<file path="config.mk">
export PLATFORM = sky130hd
export DESIGN_NAME = alu_1to2_router
export DESIGN_NICKNAME = d
export VERILOG_FILES = /design/src/rtl/alu_1to2_router.sv
export SDC_FILE = /design/constraint.sdc
export NUM_CORES = 1
export LEC_CHECK = 0
export CAP_MARGIN = 25
export CORE_ASPECT_RATIO = 0.9
export CORE_MARGIN = 10
export CORE_UTILIZATION = 48
export DETAILED_ROUTE_END_ITERATION = 16
export DONT_BUFFER_PORTS = 1
export MAX_ROUTING_LAYER = met4
export PLACE_DENSITY = 0.65
export SLEW_MARGIN = 10
export SYNTH_ARGS = -nofsm -noshare
export SYNTH_HDL_FRONTEND = slang
export SYNTH_SLANG_ARGS = --single-unit
</file>
<file path="constraint.sdc">
create_clock -name clk -period 3.8 [get_ports clk]
set_clock_uncertainty 0.05 [all_clocks]
set_input_delay 0.95 -clock clk [delete_from_list [all_inputs] [get_ports clk]]
set_output_delay 0.95 -clock clk [all_outputs]
set_load 0.005 [all_outputs]
</file>
<file path="src/rtl/alu_1to2_router.sv">
// Routes one result stream to two consumers through independent 2-entry FIFOs.
// Per-destination counters record accepted words and wrap silently.
module alu_1to2_router #(
    parameter int unsigned DATA_W = 6,
    parameter int unsigned CNT_W  = 8
) (
    input  logic              clk,
    input  logic              rst,
    input  logic              in_valid,
    output logic              in_ready,
    input  logic              in_sel,
    input  logic [DATA_W-1:0] in_data,
    output logic              out0_valid,
    input  logic              out0_ready,
    output logic [DATA_W-1:0] out0_data,
    output logic              out1_valid,
    input  logic              out1_ready,
    output logic [DATA_W-1:0] out1_data,
    output logic [CNT_W-1:0]  cnt0,
    output logic [CNT_W-1:0]  cnt1
);

    logic [DATA_W-1:0] mem_q  [2][2];
    logic [DATA_W-1:0] mem_d  [2][2];
    logic [1:0]        occ_q  [2];
    logic [1:0]        occ_d  [2];
    logic [DATA_W-1:0] dout_q [2];
    logic [DATA_W-1:0] dout_d [2];
    logic [CNT_W-1:0]  cnt_q  [2];
    logic [CNT_W-1:0]  cnt_d  [2];
    logic [1:0]        rd_q, rd_d;
    logic [1:0]        wr_q, wr_d;
    logic [1:0]        full;
    logic [1:0]        push;
    logic [1:0]        pop;

    assign full[0] = (occ_q[0] == 2'd2);
    assign full[1] = (occ_q[1] == 2'd2);

    // A pop from a full FIFO does not raise in_ready in the same cycle.
    assign in_ready = !full[in_sel] && !rst;

    assign push[0] = in_valid && in_ready && !in_sel;
    assign push[1] = in_valid && in_ready &&  in_sel;

    assign out0_valid = (occ_q[0] != 2'd0);
    assign out1_valid = (occ_q[1] != 2'd0);
    assign pop[0]     = out0_valid && out0_ready;
    assign pop[1]     = out1_valid && out1_ready;

    assign out0_data = dout_q[0];
    assign out1_data = dout_q[1];
    assign cnt0      = cnt_q[0];
    assign cnt1      = cnt_q[1];

    always_comb begin
        rd_d = rd_q;
        wr_d = wr_q;
        for (int k = 0; k < 2; k++) begin
            for (int e = 0; e < 2; e++) begin
                mem_d[k][e] = mem_q[k][e];
            end
            occ_d[k] = occ_q[k];
            cnt_d[k] = cnt_q[k];
            if (push[k]) begin
                mem_d[k][wr_q[k]] = in_data;
                wr_d[k]           = ~wr_q[k];
                cnt_d[k]          = cnt_q[k] + CNT_W'(1);
            end
            if (pop[k]) begin
                rd_d[k] = ~rd_q[k];
            end
            case ({push[k], pop[k]})
                2'b10:   occ_d[k] = occ_q[k] + 2'd1;
                2'b01:   occ_d[k] = occ_q[k] - 2'd1;
                default: occ_d[k] = occ_q[k];
            endcase
            // Output register tracks the next head; an empty FIFO keeps its last word.
            dout_d[k] = (occ_d[k] != 2'd0) ? mem_d[k][rd_d[k]] : dout_q[k];
        end
    end

    always_ff @(posedge clk) begin
        if (rst) begin
            rd_q <= '0;
            wr_q <= '0;
            for (int k = 0; k < 2; k++) begin
                for (int e = 0; e < 2; e++) begin
                    mem_q[k][e] <= '0;
                end
                occ_q[k]  <= '0;
                dout_q[k] <= '0;
                cnt_q[k]  <= '0;
            end
        end else begin
            rd_q <= rd_d;
            wr_q <= wr_d;
            for (int k = 0; k < 2; k++) begin
                for (int e = 0; e < 2; e++) begin
                    mem_q[k][e] <= mem_d[k][e];
                end
                occ_q[k]  <= occ_d[k];
                dout_q[k] <= dout_d[k];
                cnt_q[k]  <= cnt_d[k];
            end
        end
    end

endmodule

</file>
==> results.md, run 1 <==
- Vias in the first global route: 2274
- DIE HEIGHT: 94.68 um
- Remaining global-route overflow: 0
- Top sig layer: met4
- Clock share of power: 0.349
- Placed Instances: 406
- Combinational power share: 0.179
- Register area share after synthesis: 0.4039
- Routed WL per cell: 16.38 um
- Die Area: 9749 um^2
- VDD IR max: 0.2852 mV
- Num rows: 27
- Worst path required time: 4020 ps
- Total power: 1.461 mW
- Htree depth: 3
- Synth Cell Area: 2974 um^2
- Top-count cell post-synth: dfxtp_1
- Filler cells: 604
- Multi-input gate area: 1550 um^2
- Sw power: 0.4448 mW
- Unrepaired setup endpoints after global routing: false
- Setup Fix Bufs, Post-CTS: 0
- CTS root buf: clkbuf_8
- WHS Endpoint: wr_q[0]
- Critical path endpoint category: register
- Ant. Diodes: 0
- Worst skew pair latency: 340 ps
- Hold Slack: 424.5 ps
- Seq pwr share: 0.472
- Routed wl met2: 2995 um
- Relative slew slack: 0.4739
- First-pass GRT wire length: 11590 um
- Non-filler cells, final: 422
- Area grow syn2layout: 5.385%
- Num CTS Buffers: 9
- Detail Placement HPWL: 4594 um
- Wl on met1: 3275 um
- Post-synth top area share: 0.4039
- Fmax: 350.5 MHz
- Final Hold Fails: 0
- # DRC: 0
- Setup TNS: 0 ps
- GPL Wtd Cong: 0.7942
- Crit start category: register
- Clock sink count: 60
- Drt first-iter violations: 133
- Maximum buffer depth of the clock tree: 2
- Initial Utilization: 0.4891
- Pint: 1.016 mW
- Post-Syn Instances: 360
- Ports: 43
- Synth Flop Type: dfxtp_1
- Crit Path Class: register to register
- Number of enable flip-flop cells after synthesis: 0
- Min-delay src: wr_q[0]
- R2R setup slack: 950 ps
- Critical-path cell list: or2b_1 -> buf_4 -> nand3_1 -> ha_1 -> nor3b_1 -> or3_1 -> a211o_1 -> a31oi_1
- Asr flop ratio synth: 0
- Commonest cells post-synth: dfxtp_1 (60), nor2_1 (51), a31oi_1 (30)
- Seq. cell area: 1201 um^2
- Synth Area per Inst: 8.261 um^2
- Status: finished clean
- Distinct cells, synth: 41
- Routed met3 length: 581 um
- Final WL: 6913 um
- CORE AREA: 6081 um^2
- Synth Register Bits: 60
- R2R cell count: 8
- Synth area leaders: dfxtp_1 (40%), nor2_1 (6.4%), a31oi_1 (6.3%)
- CTS resizes: 0
- LEAKAGE: 1.092 nW
- Pins Over Slew Limit: 0
- Antenna-violating nets left: 0
- Worst r2r src: occ_q[0][0]
- Initial antenna violation count: 0
- Clock transition at path regs: 70 ps
- Period utilisation layout: 0.7507
- Largest net degree at the start of global routing: 64
- Minimum clock period: 2853 ps
- I/O Buffers: 0
- Cts hold-fix bufs: 0
- Hold depth: 2
- GRT Overall Usage: 0.1545
- Critical path peak fanout: 21
- Vias: 2481
- Power Dens Cells: 466.1 nW/um^2
- Slowest CP cell: or3_1
- Worst stage delay on the critical path: 510 ps
- Arrival time worst endpoint: 3070 ps
- Max_cap viols: 0
- Setup-failing EPs final: 0
- YS warnings: 0
- Share of layout cells above drive strength 1: 0.07429
- Final #Nets: 362
- Sw frac: 0.3044
- CTS tree: built
- Synth area leader: dfxtp_1
- Hold Path Class: register to register
- Worst-Margin Slew: 787.5 ps
- Vias/cell: 5.879
- Die Wd: 103.0 um
- Net Count, Synth: 376
- Router iterations before antenna repair: 4
- R2R Path End: dout_q[0][4]
-- cells in the final DEF (no fill, tap or decap), types with 7 or more instances in the layout --
cell type | synthesis | routed
dfxtp_1 | 60 | 60
nor2_1 | 51 | 51
a31oi_1 | 30 | 30
inv_1 | 23 | 23
and4_1 | 19 | 19
o211ai_1 | 18 | 18
nand2_1 | 17 | 17
a21oi_1 | 14 | 14
clkbuf_8 | 0 | 11
o21ai_0 | 9 | 9
nand3_1 | 8 | 8
xor2_1 | 8 | 8
or3_1 | 8 | 8
nand4_1 | 7 | 7
xnor2_1 | 7 | 7
-- cells by family (layout without fill, tap and decap cells) --
family                     count (synthesis)  count (layout)  synth area share
buffers and inverters                     53              43           0.07572
DFF                                       60              60            0.4039
and+or+nand+nor                          138             138            0.2579
adders and majority gates                  4               4           0.01683
muxes                                      2               2          0.006731
AOI/OAI and AO/OA                         88              88            0.1948
xor gates and xnor gates                  15              15           0.04417
-- power groups by stage --
| stage | clock [mW] | sequential (mW) | combinational, mW |
|---|---|---|---|
| 5_1_grt | 0.556 | 0.695 | 0.294 |
| 3_5_place_dp | 0 | 0.704 | 0.255 |
| 2_1_floorplan | 0 | 0.686 | 0.232 |
| 4_1_cts | 0.523 | 0.690 | 0.256 |
| 3_3_place_gp | 0 | 0.702 | 0.249 |
| 6_report | 0.510 | 0.689 | 0.262 |
-- stage by stage --
step	util	area (um^2)	setup slack [ps]
finish	0.5154	3134	947.3
global route	0.5154	3134	700.3
CTS	0.5142	3127	952.4
detailed placement	0.4864	2958	677.6
global placement	0.4864	2958	792.7
floorplan	-	2974	452.0
-- how the worst max path moves through the flow --
stage                         end  slack (ps)  cells after the start   startpoint
finish               dout_q[0][4]         950                      8  occ_q[0][0]
CTS                  dout_q[0][5]         950                      8  occ_q[0][0]
floorplan           dout_q[0][11]         450                     11          rst
global placement     dout_q[0][4]         790                      7     in_valid
global route         dout_q[0][3]         700                      8  occ_q[0][0]
detailed placement   dout_q[0][0]         680                      7     in_valid
-- state kept, by name, indices dropped and copies added, names as in the netlist --
| register | flops |
|---|---|
| cnt_q | 16 |
| dout_q | 12 |
| mem_q | 24 |
| wr_q | 2 |
| rd_q | 2 |
| occ_q | 4 |
-- cell type report --
cell class	instances	area share
Multi-Input combinational cell	247	0.4946
Sequential cell	60	0.3832
Clock buffer	13	0.05070
Tap cell	72	0.02874
Inverter	23	0.02754
Timing Repair Buffer	5	0.01198
Clock inverter	2	0.003194
-- per-layer routing --
metal / vias up / track usage
met5: - / -
met4: 0 / 0.04514
met3: 7 / 0.07299
met2: 68 / 0.2148
met1: 1135 / 0.1943
li1: 1271 / -
-- worst max-delay path, delay by kind of cell, from the launching register on --
family	cells	cell delay (ps)
adder cells (fa/ha/maj)	1	450
AO/OA/AOI/OAI	2	460
buffers and inverters	1	230
flip-flops	1	490
AND/OR/NAND/NOR	4	1090
No activity file was read; power rests on OpenSTA's default activity.
==> inputs of run 2 (changes only) <==
==> constraint.sdc (replaced) <==
create_clock -name clk -period 2.77 [get_ports clk]
set_clock_uncertainty 0.05 [all_clocks]
set_input_delay 0.6925 -clock clk [delete_from_list [all_inputs] [get_ports clk]]
set_output_delay 0.6925 -clock clk [all_outputs]
set_load 0.005 [all_outputs]
==> run 2 against run 1 <==
Compared with the run above: via count is 0.73% lower; highest routed layer unchanged; worst hold slack worse by 53 ps; worst setup slack worse by 550 ps; largest cell class unchanged; global-route usage is 0.71 points lower; die area stayed put.
==> results.md, run 2 (synthesis gave the netlist of run 1 again) <==
- Status: finished clean
- Post-DP Area: 2995 um^2
- Routed WL per cell: 15.97 um
- Arrival time worst endpoint: 1630 ps
- Worst-Margin Slew: 683.8 ps
- Num rows: 27
- CORE AREA: 6081 um^2
- Area grow syn2layout: 6.394%
- Final Hold Fails: 0
- Num CTS Buffers: 9
- Final WL: 6754 um
- CTS resizes: 0
- # DRC: 0
- Largest regs: mem_q x24, cnt_q x16, dout_q x12
- Hold Path Class: input port to register
- Antenna-violating nets left: 0
- Most frequent cells in the layout: dfxtp_1 (60), nor2_1 (51), a31oi_1 (30), inv_1 (23), and4_1 (19)
- GPL Wtd Cong: 0.7957
- Ports: 43
- CTS tree: built
- VDD IR max: 0.3952 mV
- Initial antenna violation count: 0
- Period utilisation layout: 0.8581
- Maximum buffer depth of the clock tree: 2
- Minimum clock period: 2377 ps
- Fmax: 420.7 MHz
- Worst path required time: 2030 ps
- Power Dens Cells: 627.0 nW/um^2
- I/O Buffers: 0
- Crit Path Class: register to output pin
- DP Worst Slack: 114.2 ps
- Htree depth: 3
- Setup TNS: 0 ps
- Largest net degree at the start of global routing: 64
- Remaining global-route overflow: 0
- Final worst setup slack: 393.0 ps
- Share of layout cells above drive strength 1: 0.08832
- Unrepaired setup endpoints after global routing: false
- Crit start category: register
- Setup Fix Bufs, Post-CTS: 0
- Cts hold-fix bufs: 0
- Clock transition at path regs: 60 ps
- Vias/cell: 5.823
- Most flop-heavy register: mem_q
- DIE HEIGHT: 94.68 um
- Most common cell after layout, fill and taps aside: dfxtp_1
- Fin area: 3164 um^2
- Max_cap viols: 0
- LEAKAGE: 1.097 nW
- Critical path peak fanout: 26
- Worst skew pair latency: 340 ps
- GRT Overall Usage: 0.1474
- Placed Instances: 407
- Hold Slack: 371.6 ps
- Detail Placement HPWL: 4640 um
- Setup-failing EPs final: 0
- Relative slew slack: 0.5406
- Die Wd: 103.0 um
- Router iterations before antenna repair: 4
- Die Area: 9749 um^2
- Filler cells: 599
- Initial Utilization: 0.4891
- Critical path endpoint category: output pin
- Largest register FFs: 24
- Ant. Diodes: 0
- Final #Nets: 362
- CTS root buf: clkbuf_8
- Vias in the first global route: 2188
- Clock sink count: 60
- Drt first-iter violations: 137
- Vias: 2463
- Pins Over Slew Limit: 0
- First-pass GRT wire length: 11110 um
- Non-filler cells, final: 423
## run 2: per-layer routing
layer  part of all wire  up-vias  GRT usage
li1                   -     1274          -
met1               0.48     1136     0.1870
met2               0.45       49     0.2090
met3              0.069        4    0.05985
met4             0.0077        0    0.04514
met5                  0        -          -
## run 2: cell type report
cell class / count / area (um^2) / area share
sequential: 60 / 1201 / 0.3796
clock buffer: 11 / 141.4 / 0.04468
multi-input combinational: 247 / 1580 / 0.4994
inverter: 23 / 86.33 / 0.02728
clock inverter: 5 / 27.53 / 0.008699
tap: 72 / 90.09 / 0.02847
timing repair buffer: 5 / 37.54 / 0.01186
## run 2: path summary, 6_finish.rpt
kind,startpoint,to,slack [ps],depth (start not counted)
setup reg to reg,occ_q[0][0],dout_q[0][5],420,7
hold reg to reg,mem_q[0][7],mem_q[0][7],420,2
hold / removal,rst,cnt_q[0][15],370,1
setup / recovery,occ_q[0][2],in_ready,390,4
## run 2: critical path, cell delays in order, from the launching register on
cell and delay, ps:
dfxtp_1 470, nand2b_1 200, buf_4 260, nor2_1 60, a211oi_1 310
## run 2: report_power, final
part	switching, mW	leakage, nW	internal (mW)
registers	0.0418	0.485	0.903
clock network	0.333	0.0889	0.342
logic	0.233	0.523	0.131
## run 2: metrics by stage
| stage | total power, mW | utilization |
|---|---|---|
| 2_1_floorplan | 1.280 | - |
| 3_3_place_gp | 1.324 | 0.4926 |
| 3_5_place_dp | 1.329 | 0.4926 |
| 4_1_cts | 2.013 | 0.5204 |
| 5_1_grt | 2.102 | 0.5204 |
| 6_report | 1.984 | 0.5204 |
